$ cat src/rtl/pipe_hazard_ctrl_pkg.sv
// Shared definitions for the pipeline hazard controller: state encoding,
// the default divide occupancy and the register-index width.
package pipe_hazard_ctrl_pkg;

  typedef enum logic {
    ST_RUN = 1'b0,
    ST_DIV = 1'b1
  } hz_state_e;

  localparam int unsigned DIV_CYCLES_DEF = 16;
  localparam int unsigned REG_IDX_W      = 5;

endpackage

$ cat src/rtl/pipe_hazard_ctrl_lu_detect.sv
// Combinational load-use comparator: flags when the instruction in ID reads
// the destination of a load ahead of it (r0 never creates a dependency).
module hazard_lu_detect
  import pipe_hazard_ctrl_pkg::*;
(
  input  logic                 ex_valid,
  input  logic                 ex_is_load,
  input  logic [REG_IDX_W-1:0] ex_reg_d,
  input  logic [REG_IDX_W-1:0] id_reg_j,
  input  logic [REG_IDX_W-1:0] id_reg_k,
  input  logic [REG_IDX_W-1:0] id_reg_d,
  input  logic                 id_reg_j_ren,
  input  logic                 id_reg_k_ren,
  input  logic                 id_reg_d_ren,
  output logic                 lu
);

  logic src_hit;

  always_comb begin
    src_hit = (id_reg_j_ren && (id_reg_j == ex_reg_d)) ||
              (id_reg_k_ren && (id_reg_k == ex_reg_d)) ||
              (id_reg_d_ren && (id_reg_d == ex_reg_d));
    lu      = ex_valid && ex_is_load && (ex_reg_d != '0) && src_hit;
  end

endmodule

$ cat src/rtl/pipe_hazard_ctrl.sv
// Pipeline hazard controller: load-use bubbles, divide/memory freeze,
// mispredict flush and deferred branch-prediction clear for ID/EX.
module pipe_hazard_ctrl
  import pipe_hazard_ctrl_pkg::*;
#(
  parameter int unsigned DIV_CYCLES = DIV_CYCLES_DEF,
  parameter int unsigned CNT_W      = 5
) (
  input  logic                 clk,
  input  logic                 rst_n,
  input  logic [REG_IDX_W-1:0] id_reg_j,
  input  logic [REG_IDX_W-1:0] id_reg_k,
  input  logic [REG_IDX_W-1:0] id_reg_d,
  input  logic                 id_reg_j_ren,
  input  logic                 id_reg_k_ren,
  input  logic                 id_reg_d_ren,
  input  logic                 ex_valid,
  input  logic                 ex_is_load,
  input  logic [REG_IDX_W-1:0] ex_reg_d,
  input  logic                 ex_div_start,
  input  logic                 ex_br_mispredict,
  input  logic                 mem_busy,
  input  logic                 bpu_invalidate,
  output logic                 pc_wen,
  output logic                 if_id_wen,
  output logic                 if_id_flush,
  output logic                 id_ex_wen,
  output logic                 id_ex_flush,
  output logic                 id_ex_bp_flush,
  output logic                 div_busy,
  output logic [15:0]          stall_cycles
);

  hz_state_e        state, state_nxt;
  logic [CNT_W-1:0] div_cnt, div_cnt_nxt;
  logic             flush_pend, flush_pend_nxt;
  logic             bp_pend, bp_pend_nxt;
  logic             lu, div_go, freeze;
  logic             pc_wen_c, if_id_wen_c, if_id_flush_c, id_ex_wen_c, id_ex_flush_c;

  hazard_lu_detect u_lu (
    .ex_valid     (ex_valid),
    .ex_is_load   (ex_is_load),
    .ex_reg_d     (ex_reg_d),
    .id_reg_j     (id_reg_j),
    .id_reg_k     (id_reg_k),
    .id_reg_d     (id_reg_d),
    .id_reg_j_ren (id_reg_j_ren),
    .id_reg_k_ren (id_reg_k_ren),
    .id_reg_d_ren (id_reg_d_ren),
    .lu           (lu)
  );

  always_comb begin
    state_nxt      = state;
    div_cnt_nxt    = div_cnt;
    pc_wen_c       = 1'b0;
    if_id_wen_c    = 1'b0;
    if_id_flush_c  = 1'b0;
    id_ex_wen_c    = 1'b0;
    id_ex_flush_c  = 1'b0;

    // A divide start accepted in RUN freezes its own cycle too.
    div_go = (state == ST_RUN) && ex_div_start && !mem_busy;
    freeze = mem_busy || (state == ST_DIV) || div_go;

    case (state)
      ST_RUN: begin
        if (div_go) begin
          state_nxt   = ST_DIV;
          div_cnt_nxt = CNT_W'(DIV_CYCLES - 2);
        end
      end
      ST_DIV: begin
        if (!mem_busy) begin
          if (div_cnt == '0) state_nxt = ST_RUN;
          else               div_cnt_nxt = div_cnt - 1'b1;
        end
      end
      default: state_nxt = ST_RUN;
    endcase

    if (!freeze) begin
      if (ex_br_mispredict || flush_pend) begin
        pc_wen_c      = 1'b1;
        if_id_wen_c   = 1'b1;
        if_id_flush_c = 1'b1;
        id_ex_wen_c   = 1'b1;
        id_ex_flush_c = 1'b1;
      end else if (lu) begin
        id_ex_wen_c   = 1'b1;
        id_ex_flush_c = 1'b1;
      end else begin
        pc_wen_c      = 1'b1;
        if_id_wen_c   = 1'b1;
        id_ex_wen_c   = 1'b1;
      end
    end

    flush_pend_nxt = freeze && (flush_pend || ex_br_mispredict);
    bp_pend_nxt    = bpu_invalidate || (bp_pend && !id_ex_wen_c);
  end

  always_ff @(posedge clk or negedge rst_n) begin
    if (!rst_n) begin
      state        <= ST_RUN;
      div_cnt      <= '0;
      flush_pend   <= 1'b0;
      bp_pend      <= 1'b0;
      stall_cycles <= '0;
    end else begin
      state        <= state_nxt;
      div_cnt      <= div_cnt_nxt;
      flush_pend   <= flush_pend_nxt;
      bp_pend      <= bp_pend_nxt;
      if (freeze && (stall_cycles != '1)) stall_cycles <= stall_cycles + 16'd1;
    end
  end

  // Controls are combinational from registered state, so gate them while in reset.
  assign pc_wen         = rst_n && pc_wen_c;
  assign if_id_wen      = rst_n && if_id_wen_c;
  assign if_id_flush    = rst_n && if_id_flush_c;
  assign id_ex_wen      = rst_n && id_ex_wen_c;
  assign id_ex_flush    = rst_n && id_ex_flush_c;
  assign id_ex_bp_flush = bp_pend;
  assign div_busy       = (state == ST_DIV);

  a_no_mispredict_with_div: assert property (
    @(posedge clk) disable iff (!rst_n) !(ex_br_mispredict && ex_div_start));

endmodule

$ cat config.mk
export PLATFORM = sky130hd
export DESIGN_NAME = pipe_hazard_ctrl
export DESIGN_NICKNAME = d
export VERILOG_FILES = /design/src/rtl/pipe_hazard_ctrl_pkg.sv /design/src/rtl/pipe_hazard_ctrl_lu_detect.sv /design/src/rtl/pipe_hazard_ctrl.sv
export SDC_FILE = /design/constraint.sdc
export NUM_CORES = 1
export LEC_CHECK = 0
export ABC_CLOCK_PERIOD_IN_PS = 1700
export CAP_MARGIN = 20
export CORE_ASPECT_RATIO = 1.5
export CORE_MARGIN = 2
export CORE_UTILIZATION = 25
export DETAILED_ROUTE_END_ITERATION = 12
export HOLD_SLACK_MARGIN = 0.05
export PLACE_DENSITY_LB_ADDON = 0.1
export RECOVER_POWER = 100
export SKIP_LAST_GASP = 1
export SYNTH_ARGS = -nofsm -noshare
export SYNTH_HDL_FRONTEND = slang
export SYNTH_SLANG_ARGS = --single-unit
$ cat constraint.sdc
create_clock -name clk -period 1.7 [get_ports clk]
set_input_delay 0.34 -clock clk [delete_from_list [all_inputs] [get_ports clk]]
set_output_delay 0.34 -clock clk [all_outputs]
set_load 0.005 [all_outputs]
# Word-level counts from Yosys, hierarchy flattened
# Index checks and enable logic that the tools add are counted.
# Widths: inputs -> output; s select.
# word_totals
wordCells	57
input_bits	31
ramBits	0
regBits	24
latchBits	0
memories	0
romBits	0
out_inout_bits	23
# op_classes
n_mul	0
n_lt_le_gt_ge	0
bitwise_logic	1
n_shift	0
eq_ne	7
n_addsub	2
div	0
n_mux	17
reduce_logical	25
# ops
cell	n
$add 16x1->16 const B	1
$ne 16x16->1 const B	1
$eq 5x5->1	3
$logic_and 1x1->1	15
$mux 5	3
$mux 1	12
$pmux 5 s2	1
$logic_or 1x1->1	6
$ne 2x2->1 const B	3
$logic_not 5->1	1
$reduce_bool 5->1	1
$sub 5x1->5 const B	1
$reduce_and 3->1	1
$pmux 1 s2	1
$logic_not 1->1	1
$not 1->1	1

# Longest topological paths before layout
# Gate-level depths: netlist of run 1.
# depth
depth_word	9
depth_mapped	6
depth_no_buf	6

# By module
# Synthesis of run 1 repeated with hierarchy kept, for this count alone.
# hier_totals
cells_unflattened	152
hier_area_um2	1486.4
# by_module_without_submodules
mod	area_per_inst_um2	cells_each	instances	seq_area_each_um2
pipe_hazard_ctrl	1280.0	128	1	600.6
hazard_lu_detect	206.4	24	1	0.0

# Worst setup path before layout of run 1
# OpenSTA, ideal clock, no wires.
# synth_path
path_kind	reg-to-output
startpoint	reg state (netlist: div_busy)
endpoint	out pc_wen
t_arrival_ps	1536
n_path_buf	1
path_stages_with_launch	6
t_required_ps	1360
path_slack_ps	-176
cell_sequence	dfrtp_1 nor3_1 and2_1 o21ai_0 o21ai_0 buf_4
# synth_via
elab_chain_len	6
word_cells_on_any_way	7
cone_classes	mux (1); bitwise (1); reduce/logical (5)
# synth_lines
element	line_no	source
from (decl)	pipe_hazard_ctrl.sv:34	hz_state_e state, state_nxt;
from (signal assigned)	pipe_hazard_ctrl.sv:112	state <= state_nxt;
$not 1->1	-	
$logic_and 1x1->1 (2 in a row)	pipe_hazard_ctrl.sv:64	div_go = (state == ST_RUN) && ex_div_start && !mem_busy;
$logic_or 1x1->1 *	pipe_hazard_ctrl.sv:65	freeze = mem_busy || (state == ST_DIV) || div_go;
$mux 1 *	-	
$logic_and 1x1->1 *	-	
to (decl)	pipe_hazard_ctrl.sv:24	output logic pc_wen,
# Every way passes the cells marked *; elsewhere a longest branch is shown, timed or not.

# Worst setup path after layout of run 1
# layout_path
startpoint	in ex_reg_d[2]
endpoint	out if_id_wen
# layout_via
elab_chain_len	9
word_cells_on_any_way	15
cone_classes	eq/ne (3); mux (3); reduce/logical (9)
# layout_lines
element	line_no	source
from (decl)	pipe_hazard_ctrl.sv:19	input logic [REG_IDX_W-1:0] ex_reg_d,
$eq 5x5->1, on equally long branches	pipe_hazard_ctrl_lu_detect.sv:21, pipe_hazard_ctrl_lu_detect.sv:22	
$logic_and 1x1->1, on equally long branches	pipe_hazard_ctrl_lu_detect.sv:21, pipe_hazard_ctrl_lu_detect.sv:22	
$logic_or 1x1->1	pipe_hazard_ctrl_lu_detect.sv:21	src_hit = (id_reg_j_ren && (id_reg_j == ex_reg_d)) ||
$logic_or 1x1->1	pipe_hazard_ctrl_lu_detect.sv:22	(id_reg_k_ren && (id_reg_k == ex_reg_d)) ||
$logic_and 1x1->1 *	pipe_hazard_ctrl_lu_detect.sv:24	lu = ex_valid && ex_is_load && (ex_reg_d != '0) && src_hit;
$mux 1 *	pipe_hazard_ctrl.sv:90	end else if (lu) begin
$mux 1 *	pipe_hazard_ctrl.sv:84	if (ex_br_mispredict || flush_pend) begin
$mux 1 *	pipe_hazard_ctrl.sv:83	if (!freeze) begin
$logic_and 1x1->1 *	pipe_hazard_ctrl.sv:122	assign if_id_wen = rst_n && if_id_wen_c;
to (decl)	pipe_hazard_ctrl.sv:25	output logic if_id_wen,
# Marked as above.

==> results of run 1 <==
## state kept, by name, summed over array words and instances (netlist names)
| signal | count |
|---|---|
| stall_cycles | 16 |
| div_cnt | 5 |
| div_busy | 1 |
| flush_pend | 1 |
| id_ex_bp_flush | 1 |
## layout make-up
| type | instances | area (sq um) | area share [%] |
|---|---|---|---|
| Sequential cell | 24 | 601 | 24.2 |
| Inverter | 3 | 11.3 | 0.454 |
| Multi-Input combinational cell | 122 | 971 | 39.2 |
| Timing Repair Buffer | 91 | 736 | 29.7 |
| Tap cell | 72 | 90.1 | 3.63 |
| Clock buffer | 3 | 41.3 | 1.66 |
| Clock inverter | 1 | 30.0 | 1.21 |
## cells by family after synthesis
kind of cell	synth area share (%)
compound gates	13.4
fa+ha+maj	2.51
flops	40.2
mux	2.34
xor+xnor	15.8
buf+inv	1.93
simple gates	23.8
## power groups by stage
stage | Clock [mW] | Combinational [mW] | Sequential, mW
floorplan | 0 | 0.414 | 0.894
global route | 0.548 | 1.11 | 0.891
finish | 0.513 | 0.992 | 0.868
CTS | 0.528 | 1.02 | 0.859
detailed placement | 0 | 1.02 | 0.872
global placement | 0 | 0.985 | 0.869
## timing repair
item	CTS	global route
buffers inserted	4	3
endpoints found under the setup margin	20	24
resized for setup	55	20
pin swaps	16	10
## Yosys cell counts, types with 4 or more instances
library cell / number / area [sq um]
o21ai_0: 5 / 25.0
xor2_1: 12 / 105
nor4_1: 4 / 25.0
nand2_1: 15 / 56.3
nand4_1: 5 / 31.3
a21oi_1: 10 / 50.1
dfrtp_1: 24 / 601
and2_1: 5 / 31.3
nor2_1: 4 / 15.0
nor3_1: 4 / 20.0
nand3_1: 5 / 25.0
xnor2_1: 15 / 131
## worst reg2reg max path: cells and delay by family, from the launching register on
family          cells  cell delay (ns)
compound gates      1             0.09
mux                 1             0.30
buf+inv             1             0.20
simple gates        2             0.60
flops               1             0.42
## worst max-delay path by stage
stage	startpoint	end	slack, ns	depth (start not counted)
final	ex_reg_d[2]	if_id_wen	-0.16	6
after global routing	ex_reg_d[2]	if_id_wen	-0.22	6
after CTS	ex_reg_d[2]	id_ex_flush	-0.17	6
after detailed placement	ex_reg_d[1]	if_id_wen	-0.89	6
after global placement	ex_reg_d[1]	pc_wen	-0.85	6
after floorplan	stall_cycles[0]	stall_cycles[1]	0.002	5
## per-layer routing
metal,vias up,global-route usage (%)
li1,740,-
met1,714,16.3
met2,49,28.2
met3,4,2.17
met4,0,4.71
met5,-,0
## cell usage in the layout, fill, tap and decap left out, types with 4 or more instances in the layout
cell and count:
nand4_1 6, dlygate4sd3_1 4, buf_2 6, a21oi_1 9
buf_4 23, dlygate4sd2_1 12, and2_1 4, o21ai_1 5
nand2_1 15, nand3_1 4, xor2_1 12, nor2_1 4
xnor2_1 14, nor4_4 4, clkdlybuf4s50_1 26, clkbuf_2 11
dfrtp_1 24
## metrics by stage
step           instance area (sq um)  worst slack (ns)
3_5_place_dp                    2360            -0.889
2_1_floorplan                   1510           0.00177
6_report                        2480            -0.156
3_3_place_gp                    2360            -0.849
5_1_grt                         2480            -0.222
4_1_cts                         2450            -0.175
==> results.cfg, run 1 <==
[synth]
synthArstFlopShare_pct = 100
synth-warning-count = 0
ys_ff_latch = 24
synthFlopType = dfrtp_1
synth_edf_count = 0
synth_cell_types = 39
seq_area_frac_synth_pct = 40.2
synthCells = 152
synth_nets = 186
synthesis.area_sq_um = 1490
avgSynthCellArea_sq_um = 9.83

[timing]
worst_pin_slew_ns = 0.638
skew_ns = 0.00156
finalMaxSlewViolations = 0
period_share_pct = 109
finalHoldViolCount = 0
rsz0062_at_grt = yes
hold_ws_ns = 0.478
final.setup.tns_ns = -0.505
setup-violations-final = 6
setup_slack_ns = -0.156
relSlewSlack_pct = 57.5
max_freq_mhz = 539
period_minus_slack_ns = 1.86

[routing]
highest_layer = met4
wl_per_cell_microns = 14.9
drt_iter0_drc = 31
first_pass_iters = 4
wl_met1_microns = 1820
wl_met2_microns = 2490
vias_per_cell = 4.77
num_vias = 1507
drc = 0
wl_met3_microns = 352
ant_nets = 0
wirelength_microns = 4720

[cts]
cts_root_buffer = clkbuf_8
cts_tree = done
htree_levels = 1
hold_buffers = 0
cts_sinks = 24
cts_buffer_depth = 2
cts_buffers = 3
path_clk_slew_ns = 0.09
clock_latency_ns = 0.27

[setup_path]
worstPathRequired_ns = 1.36
cp_cell_sequence = buf_6 -> or4_4 -> o211ai_1 -> o21ai_1 -> o21ai_1 -> buf_2
r2r_end = stall_cycles[1]
cp_slowest_stage_delay_ns = 0.51
cpMaxStageDelayCell = or4_4
cp_top_family = simple AND/OR/NAND/NOR gates
path_class = input port to primary output
worstSetupStartpointType = input port
worstSetupEndpointType = primary output
timing.reg2reg.setup_slack_ns = -0.02
worstRegToRegCells = 5
path_buf_inv = 2
critPathMaxFanout = 2
arrival_ns = 1.52
cpMostUsedCell = o21ai_1
reg2reg_from = stall_cycles[13]

[power_and_ir_drop]
p_total_mw = 2.37
intPower_mw = 1.61
power_density_nw_per_um2 = 957
leakage_nw = 1.11
power_frac_seq_pct = 36.6
irDropWorstVdd_uv = 417
clock_power_share_pct = 21.6
switching_power_uw = 759
combPwrFrac_pct = 41.8
switching_share_pct = 32.0

[final_layout]
drive_gt1_share_pct = 28.7
n_antenna_cell = 0
final_core_util_pct = 42.9
nNetsFinal = 279
n_fill_cell = 611
stdcell_count = 316
area_growth_pct = 66.0

[global_route]
overflow = 0
antenna_found_initial = 0
grt_first_pass_wirelength_microns = 7550
grt_max_degree = 25
grt_use_total_pct = 14.9
grt_pass1_vias = 1583

[die]
fp.coreArea_sq_um = 5790
dieArea_sq_um = 6620
fp.dieH_microns = 98.7
start_util_pct = 25.8
die_w_microns = 67.1
rows = 34
ios = 54

[placed_design]
place_inst = 307
hpwlAfterDp_microns = 3730
gp_congestion = 0.740
port_buffers = 53

[outcome]
violations = negative setup slack
status = complete, but fails checks

[hold_path]
whs_path_depth = 1
min_path_type = flop to flop
worstHoldStart = id_ex_bp_flush
hold_end = id_ex_bp_flush

[job]
drv_cap = 0
Note: power is estimated with default switching activity, not from simulation.
==> run 2: changes to the inputs <==
--- a/config.mk
+++ b/config.mk
@@ -6,7 +6,6 @@
 export NUM_CORES = 1
 export LEC_CHECK = 0
 export ABC_CLOCK_PERIOD_IN_PS = 1700
-export CAP_MARGIN = 20
 export CORE_ASPECT_RATIO = 1.5
 export CORE_MARGIN = 2
 export CORE_UTILIZATION = 25
==> results of run 2 <==
Same layout as run 1: the final DEF is identical, and so are final timing and power.
==> run 3: changes to the inputs <==
--- a/config.mk
+++ b/config.mk
@@ -14,6 +14,7 @@
 export PLACE_DENSITY_LB_ADDON = 0.1
 export RECOVER_POWER = 100
 export SKIP_LAST_GASP = 1
+export SLEW_MARGIN = 20
 export SYNTH_ARGS = -nofsm -noshare
 export SYNTH_HDL_FRONTEND = slang
 export SYNTH_SLANG_ARGS = --single-unit
==> results of run 3 <==
Same layout as run 1: the final DEF is identical, and so are final timing and power.
